### config.mk
export PLATFORM = sky130hd
export DESIGN_NAME = keypad_scan_ctrl
export DESIGN_NICKNAME = d
export VERILOG_FILES = /design/src/rtl/keypad_pkg.sv /design/src/rtl/sync_2ff.sv /design/src/rtl/keypad_scan_ctrl.sv
export SDC_FILE = /design/constraint.sdc
export NUM_CORES = 1
export LEC_CHECK = 0
export BUFFER_PORTS_ARGS = -buffer_cell sky130_fd_sc_hd__buf_2
export CORE_MARGIN = 4
export CORE_UTILIZATION = 45
export DETAILED_ROUTE_END_ITERATION = 10
export HOLD_SLACK_MARGIN = 0.05
export PLACE_DENSITY_LB_ADDON = 0.3
export SLEW_MARGIN = 0
export SYNTH_ARGS = -nofsm -noshare
export SYNTH_HDL_FRONTEND = slang
export SYNTH_HIERARCHICAL = 1
export SYNTH_SLANG_ARGS = --single-unit
### constraint.sdc
create_clock -name clk -period 2.55 [get_ports clk]
set_input_delay 0.255 -clock clk [delete_from_list [all_inputs] [get_ports clk]]
set_output_delay 0.255 -clock clk [all_outputs]
set_load 0.02 [all_outputs]
### src/rtl/keypad_pkg.sv
// Shared types and helpers for the 4x4 keypad scan controller.
package keypad_pkg;

  localparam int NUM_ROWS = 4;
  localparam int NUM_COLS = 4;

  typedef enum logic [1:0] {
    SCAN,
    PRESS_DB,
    HELD,
    RELEASE_DB
  } scan_state_t;

  typedef struct packed {
    logic       valid;
    logic [1:0] idx;
  } low_hit_t;

  // valid only when exactly one column is pulled low; idx names that column.
  function automatic low_hit_t one_low(input logic [3:0] cols);
    low_hit_t hit;
    int       n_low;
    hit   = '0;
    n_low = 0;
    for (int i = 0; i < NUM_COLS; i++) begin
      if (!cols[i]) begin
        n_low   = n_low + 1;
        hit.idx = 2'(i);
      end
    end
    hit.valid = (n_low == 1);
    return hit;
  endfunction

endpackage

### src/rtl/sync_2ff.sv
// Two-flop synchronizer for asynchronous inputs; resets to all-ones (idle pulled-up lines).
module sync_2ff #(
  parameter int WIDTH = 4
) (
  input  logic             clk,
  input  logic             reset,
  input  logic [WIDTH-1:0] d,
  output logic [WIDTH-1:0] q
);

  logic [WIDTH-1:0] meta;

  // NOTE: sequential state uses non-blocking assignments so both stages sample
  // the pre-edge values; blocking here would collapse the chain to one flop.
  always_ff @(posedge clk) begin
    if (reset) begin
      meta <= '1;
      q    <= '1;
    end else begin
      meta <= d;
      q    <= meta;
    end
  end

endmodule

### src/rtl/keypad_scan_ctrl.sv
// 4x4 keypad scanner: row-at-a-time drive, single-key detection, press/release
// debounce, and one key_valid strobe per accepted physical press.
module keypad_scan_ctrl
  import keypad_pkg::*;
#(
  parameter int SCAN_DIV        = 12000,
  parameter int DEBOUNCE_CYCLES = 480000
) (
  input  logic       clk,
  input  logic       reset,
  input  logic [3:0] cols_n,
  output logic [3:0] rows_n,
  output logic [3:0] key_code,
  output logic       key_valid,
  output logic       key_held
);

  localparam int DW = $clog2(SCAN_DIV);
  localparam int BW = $clog2(DEBOUNCE_CYCLES);
  localparam logic [DW-1:0] DWELL_LAST = DW'(SCAN_DIV - 1);
  localparam logic [BW-1:0] DB_LAST    = BW'(DEBOUNCE_CYCLES - 1);

  logic [3:0]    cs;
  scan_state_t   state;
  logic [1:0]    row_idx;
  logic [1:0]    lat_col;
  logic [DW-1:0] dwell_cnt;
  logic [BW-1:0] db_cnt;
  low_hit_t      hit;
  logic          col_only;
  logic          col_high;

  sync_2ff #(.WIDTH(NUM_COLS)) u_sync (
    .clk   (clk),
    .reset (reset),
    .d     (cols_n),
    .q     (cs)
  );

  always_comb begin
    hit      = one_low(cs);
    col_only = (cs == ~(4'b0001 << lat_col));
    col_high = cs[lat_col];
  end

  // Row drive and state freeze together; rows_n only moves when row_idx does.
  always_ff @(posedge clk) begin
    if (reset) begin
      state     <= SCAN;
      row_idx   <= 2'd0;
      lat_col   <= 2'd0;
      dwell_cnt <= '0;
      db_cnt    <= '0;
      rows_n    <= 4'b1110;
      key_code  <= 4'd0;
      key_valid <= 1'b0;
      key_held  <= 1'b0;
    end else begin
      key_valid <= 1'b0;
      unique case (state)
        SCAN: begin
          if (dwell_cnt == DWELL_LAST) begin
            if (hit.valid) begin
              lat_col <= hit.idx;
              db_cnt  <= '0;
              state   <= PRESS_DB;
            end else begin
              row_idx   <= row_idx + 2'd1;
              rows_n    <= ~(4'b0001 << (row_idx + 2'd1));
              dwell_cnt <= '0;
            end
          end else begin
            dwell_cnt <= dwell_cnt + DW'(1);
          end
        end
        PRESS_DB: begin
          // A bounce on the terminal cycle wins over the accept.
          if (!col_only) begin
            dwell_cnt <= '0;
            db_cnt    <= '0;
            state     <= SCAN;
          end else if (db_cnt == DB_LAST) begin
            key_code  <= {row_idx, lat_col};
            key_valid <= 1'b1;
            key_held  <= 1'b1;
            state     <= HELD;
          end else begin
            db_cnt <= db_cnt + BW'(1);
          end
        end
        HELD: begin
          if (col_high) begin
            db_cnt <= '0;
            state  <= RELEASE_DB;
          end
        end
        RELEASE_DB: begin
          if (!col_high) begin
            db_cnt <= '0;
            state  <= HELD;
          end else if (db_cnt == DB_LAST) begin
            key_held  <= 1'b0;
            row_idx   <= row_idx + 2'd1;
            rows_n    <= ~(4'b0001 << (row_idx + 2'd1));
            dwell_cnt <= '0;
            state     <= SCAN;
          end else begin
            db_cnt <= db_cnt + BW'(1);
          end
        end
        default: state <= SCAN;
      endcase
    end
  end

endmodule

# Yosys cells after proc, flatten, opt, wreduce, memory -nomap -nowiden
# Index checks and enable logic that the tools add are counted.
# totals
reg_bits	57
inputBits	6
wordCells	101
# classes
add_sub_neg	6
magnitude_cmp	1
n_eq_ne	19
n_shift	2
mux	46
bitwise_logic	4
n_reduce_logical	12
# ops
operator	n
two-way mux 19 bit	6
adder 32 x 2 -> 32 bit (second input constant)	3
two-way mux 32 bit	3
case mux 19 bit (4 select lines)	1
two-way mux 14 bit	5
case mux 14 bit (3 select lines)	1
== test 32 x 2 -> 1 bit (second input constant)	1
two-way mux 2 bit	13
AND reduction 5 bit	4
adder 19 x 1 -> 19 bit (second input constant)	1
== test 19 bit (second input constant)	1
!= test 2 bit (second input constant)	9
two-way mux 4 bit	4
adder 14 x 1 -> 14 bit (second input constant)	1
== test 14 bit (second input constant)	1
!= test 3 bit (second input constant)	3
AND reduction 3 bit	3
two-way mux 1 bit	8
NOT 4 bit	2
case mux 2 bit (4 select lines)	1
case mux 4 bit (2 select lines)	1
left shift 1 x 2 -> 4 bit (first input constant)	2
== test 2 bit (second input constant)	2
== test 4 bit	1
other kinds (11)	13

# Depth between registers and ports, before layout
# logic_depth
ltp_word	11
ltp_mapped	11

# By module
# The synthesis kept the hierarchy.
# by_module_without_submodules
mod	n_inst	cells_each	area_per_inst_um2
keypad_scan_ctrl	1	344	2882.8
sync_2ff	1	16	210.2

# Worst setup path after synthesis
# Ideal clock, no wire load.
# synth_path
path_kind	register -> register
from	register u_sync.q[0]
to	register dwell_cnt[1]
arrival_time_ns	2.475
required_ns	2.478
setup_slack_ns	0.004
stages_incl_launch_ff	11
n_path_buf	1
period_less_slack_ns	2.546
cell_sequence	dfxtp_1 inv_1 ha_1 xnor2_1 ha_1 nor2_1 mux4_2 and3_1 o22ai_1 buf_2 mux2i_1
# synth_between
elab_chain_cells	10
elab_cells_between_ends	15
cone_classes	add/sub: 3; eq/ne: 5; mux: 6; reduce/logical: 1
# synth_lines
item	line	rtl
from (decl)	sync_2ff.sv:8	output logic [WIDTH-1:0] q
from (signal assigned)	sync_2ff.sv:21	q <= meta;
two-way mux 1 bit	keypad_pkg.sv:26	if (!cols[i]) begin
adder 32 x 2 -> 32 bit	keypad_pkg.sv:27	n_low = n_low + 1;
two-way mux 32 bit	keypad_pkg.sv:26	
adder 32 x 2 -> 32 bit	keypad_pkg.sv:27	
two-way mux 32 bit	keypad_pkg.sv:26	
adder 32 x 2 -> 32 bit	keypad_pkg.sv:27	
two-way mux 32 bit	keypad_pkg.sv:26	
== test 32 x 2 -> 1 bit	keypad_pkg.sv:31	hit.valid = (n_low == 1);
!= test 3 bit (no source line)	n/a	
AND reduction 5 bit (no source line) *	n/a	
to (signal assigned)	keypad_scan_ctrl.sv:73	dwell_cnt <= dwell_cnt + DW'(1);
to (decl)	keypad_scan_ctrl.sv:27	logic [DW-1:0] dwell_cnt;
# Mark *: on every way between the ends. The rest lies on a longest branch, timed or not. The select of a mux whose other input is x is not followed.
# A chain may end at the register's enable or synchronous reset.

# Final worst setup path
# layout_path
from	register u_sync.q[0]
to	register dwell_cnt[10]
# Same word-level chain as after synthesis.

==> flow_metrics.tcl <==
set metrics [dict create \
    status "finished, final reports clean" \
    die_h_um 90.9 \
    grt_pass1_vias 2468 \
    cellPowerDensity_nw_per_um2 515 \
    setup_slack_ps 64.1 \
    cts_hold_buf 0 \
    drive_gt1_share_pct 18.5 \
    crit_slowest_cell "mux4_2" \
    tns_ps 0 \
    synth_top_cells_by_area "dfxtp_1 37%, nand2_1 4.7%, ha_1 3.6%" \
    wl_per_cell_um 14.8 \
    h-tree-depth 3 \
    io_pins 16 \
    cp_slowest_stage_delay_ps 550 \
    synth-xor-area-share_pct 1.13 \
    worst-setup-path-type "register to register" \
    synth_edf_count 0 \
    pre_cts_ws_ps -8.09 \
    nets 400 \
    drc 0 \
    period_minus_slack_ps 2490 \
    timing.max_cap.violations 0 \
    cp_top_family "multiplexers" \
    netlist_area_um2 3090 \
    postSynthAreaPerCell_um2 8.59 \
    cts_sinks 57 \
    start_kind "register" \
    multiInputGateArea_um2 1920 \
    antenna_found_initial 0 \
    postSynthCellCount 360 \
    fill_cells 542 \
    overflow 0 \
    path_clk_slew_ps 70 \
    dieArea_um2 8260 \
    synth_seq_area_share_pct 36.9 \
    place.detailed.hpwl_mm 4.61 \
    yosysUniqueCellTypes 59 \
    ys_ff_latch 57 \
    fin_crit_sh_pct 97.5 \
    clockBufferDepth 2 \
    holdCritPathClass "input port to register" \
    synth_fp_nets 375 \
    async_flop_share_pct 0 \
    fp.coreArea_um2 6490 \
    fin_worst_skew_ps 6.61 \
    ys_warn_count 6 \
    wirelength_mm 6.90 \
    setup-violations-final 0 \
    hold_viol 0 \
    grt_use_total_pct 16.6 \
    grt_max_degree 42 \
    dieWidth_um 90.9 \
    synthMuxAreaShare_pct 5.42 \
    synthSimpleGateAreaFrac_pct 26.8 \
    drtIter0Drc 240 \
    max_freq_ghz 0.402 \
    start_util_pct 47.6 \
    area_growth_pct 17.0 \
    regArea_um2 1140 \
    antenna_left 0 \
    gp_congestion 0.872 \
    synth_top_family_by_area "simple AND/OR/NAND/NOR gates" \
    root_buffer "clkbuf_8" \
    vias 2797 \
    cp.arrival_ps 2690 \
    yosysTopAreaCell "dfxtp_1" \
    first_pass_iters 4 \
    placementRows 29 \
    worstSkewPairLatency_ps 330 \
    ys.flop_type "dfxtp_1" \
    path_buf_inv 2 \
    synthAdderAreaFrac_pct 3.64 \
    numCtsBuffers 9 \
    cts_tree "built" \
    required_ps 2750 \
    ir_drop_mv 0.439 \
    grt_pass1_wl_mm 11.4 \
    synth_compound_area_share_pct 21.8 \
    cp_max_fo 6 \
    via_per_inst 5.99 \
    cp_cell_sequence "inv_2, ha_4, xnor2_2, ha_1, nor2b_1, mux4_2, and3_4, o22ai_4, buf_4, a311oi_1" \
    antenna_cells 0 \
    p_leak_uw 0.00136 \
    io_buffers 15 \
    cp-end-kind "register" \
    tightestPinTransition_ps 626 \
    slew_violations 0 \
    synth_top_area_share_pct 36.9 \
    relSlewSlack_pct 57.9 \
]
[stage by stage]
| step | cells | hold slack, ps | power, µW | cell area, µm² | utilization [%] |
|---|---|---|---|---|---|
| floorplan | 360 | 352 | 982 | 3090 | - |
| global placement | 448 | 387 | 1000 | 3280 | 50.5 |
| detailed placement | 448 | 391 | 1010 | 3280 | 50.5 |
| CTS | 464 | 76.0 | 1880 | 3510 | 54.0 |
| global route | 467 | 85.3 | 1940 | 3620 | 55.7 |
| finish | 467 | 95.7 | 1860 | 3620 | 55.7 |
[layout make-up]
| class | count | share of cell area [%] |
|---|---|---|
| well taps | 77 | 2.66 |
| flip-flops and latches | 57 | 31.6 |
| inverters | 12 | 1.24 |
| clock inverters | 6 | 1.83 |
| clock buffers | 10 | 3.80 |
| repair buffers | 32 | 5.91 |
| multi-input cells | 273 | 52.9 |
[Yosys cell counts (3+ instances only)]
master    instances
or3_1             3
a21oi_1          20
inv_1            12
and3_1           10
clkbuf_1         14
nor2b_1           7
xnor2_1           3
a221o_1           3
mux2i_1          10
o32ai_1           4
a31oi_1          17
nor2_1           24
a311oi_1          7
nand4_1           8
dfxtp_1          57
a41oi_1           6
nor4_1            3
nor3b_1           4
ha_1              9
and2_1            3
o21ai_0          17
nand3b_1          4
nand3_1          20
nand2_1          39
or2_1             8
nor3_1            5
[cells by family after synthesis]
logic type      after synthesis
flops                        57
xor+xnor                      4
buf+inv                      30
fa+ha+maj                     9
simple gates                154
mux                          14
compound gates               92
[state kept, by name (all words and copies together), names as in the netlist]
signal and flops:
rows_n 4, key_held 1, u_sync/q 4, key_valid 1, lat_col 2, state 2, key_code 4, db_cnt 19
u_sync/meta 4, dwell_cnt 14, row_idx 2
[cells in the final DEF, fill, tap and decap left out, types with 4 or more instances in the layout]
cell type  instances
buf_4             14
a31oi_1           17
buf_2             15
nand3_1           20
nor3b_1            4
dfxtp_1           54
nand3b_1           4
inv_1             11
o32ai_1            4
a21oi_1           19
nor2b_1            5
and3_1             8
or2_1              8
mux2i_1           10
a41oi_1            6
nor3_1             5
nor2_1            24
o21ai_0           17
a311oi_1           7
ha_1               7
nand4_1            8
nand2_1           39
clkbuf_8          10
[final timing paths]
path              slack, ps            from  cells past startpoint        endpoint
setup / recovery         60     u_sync/q[0]                     10   dwell_cnt[10]
setup reg to reg         60     u_sync/q[0]                     10   dwell_cnt[10]
hold / removal          100       cols_n[0]                      2  u_sync/meta[0]
hold reg to reg         400  u_sync/meta[3]                      1     u_sync/q[3]
[power breakdown]
part           total (µW)  switching, µW  internal (µW)  leakage [µW]
Sequential            911           9.53            902      0.000461
Clock                 863            384            479     0.0000949
Combinational        90.1           49.4           40.7      0.000800
Total                1860            443           1420       0.00136
[timing repair]
action,in CTS,in global routing
pin swaps,0,9
cloned,0,1
hold endpoints to repair,0,0
resized for setup,4,21
setup buffers,0,2
setup endpoints to repair,2,25
[worst register-to-register path, cell delays in order, from the launching register on]
cell      delay (ps)
dfxtp_2          350
inv_2             50
ha_4             250
xnor2_2          130
ha_1             290
nor2b_1           50
mux4_2           550
and3_4           230
o22ai_4          190
buf_4            190
a311oi_1          90
[per-layer routing]
metal  up-vias  track usage, %  share of wire (%)
li1       1405               -                  -
met1      1311            21.3                 46
met2        68            26.8                 47
met3        13            3.92                4.9
met4         0            6.78                1.9
met5         -               0                  0
Power figures use the tool's default switching activity.
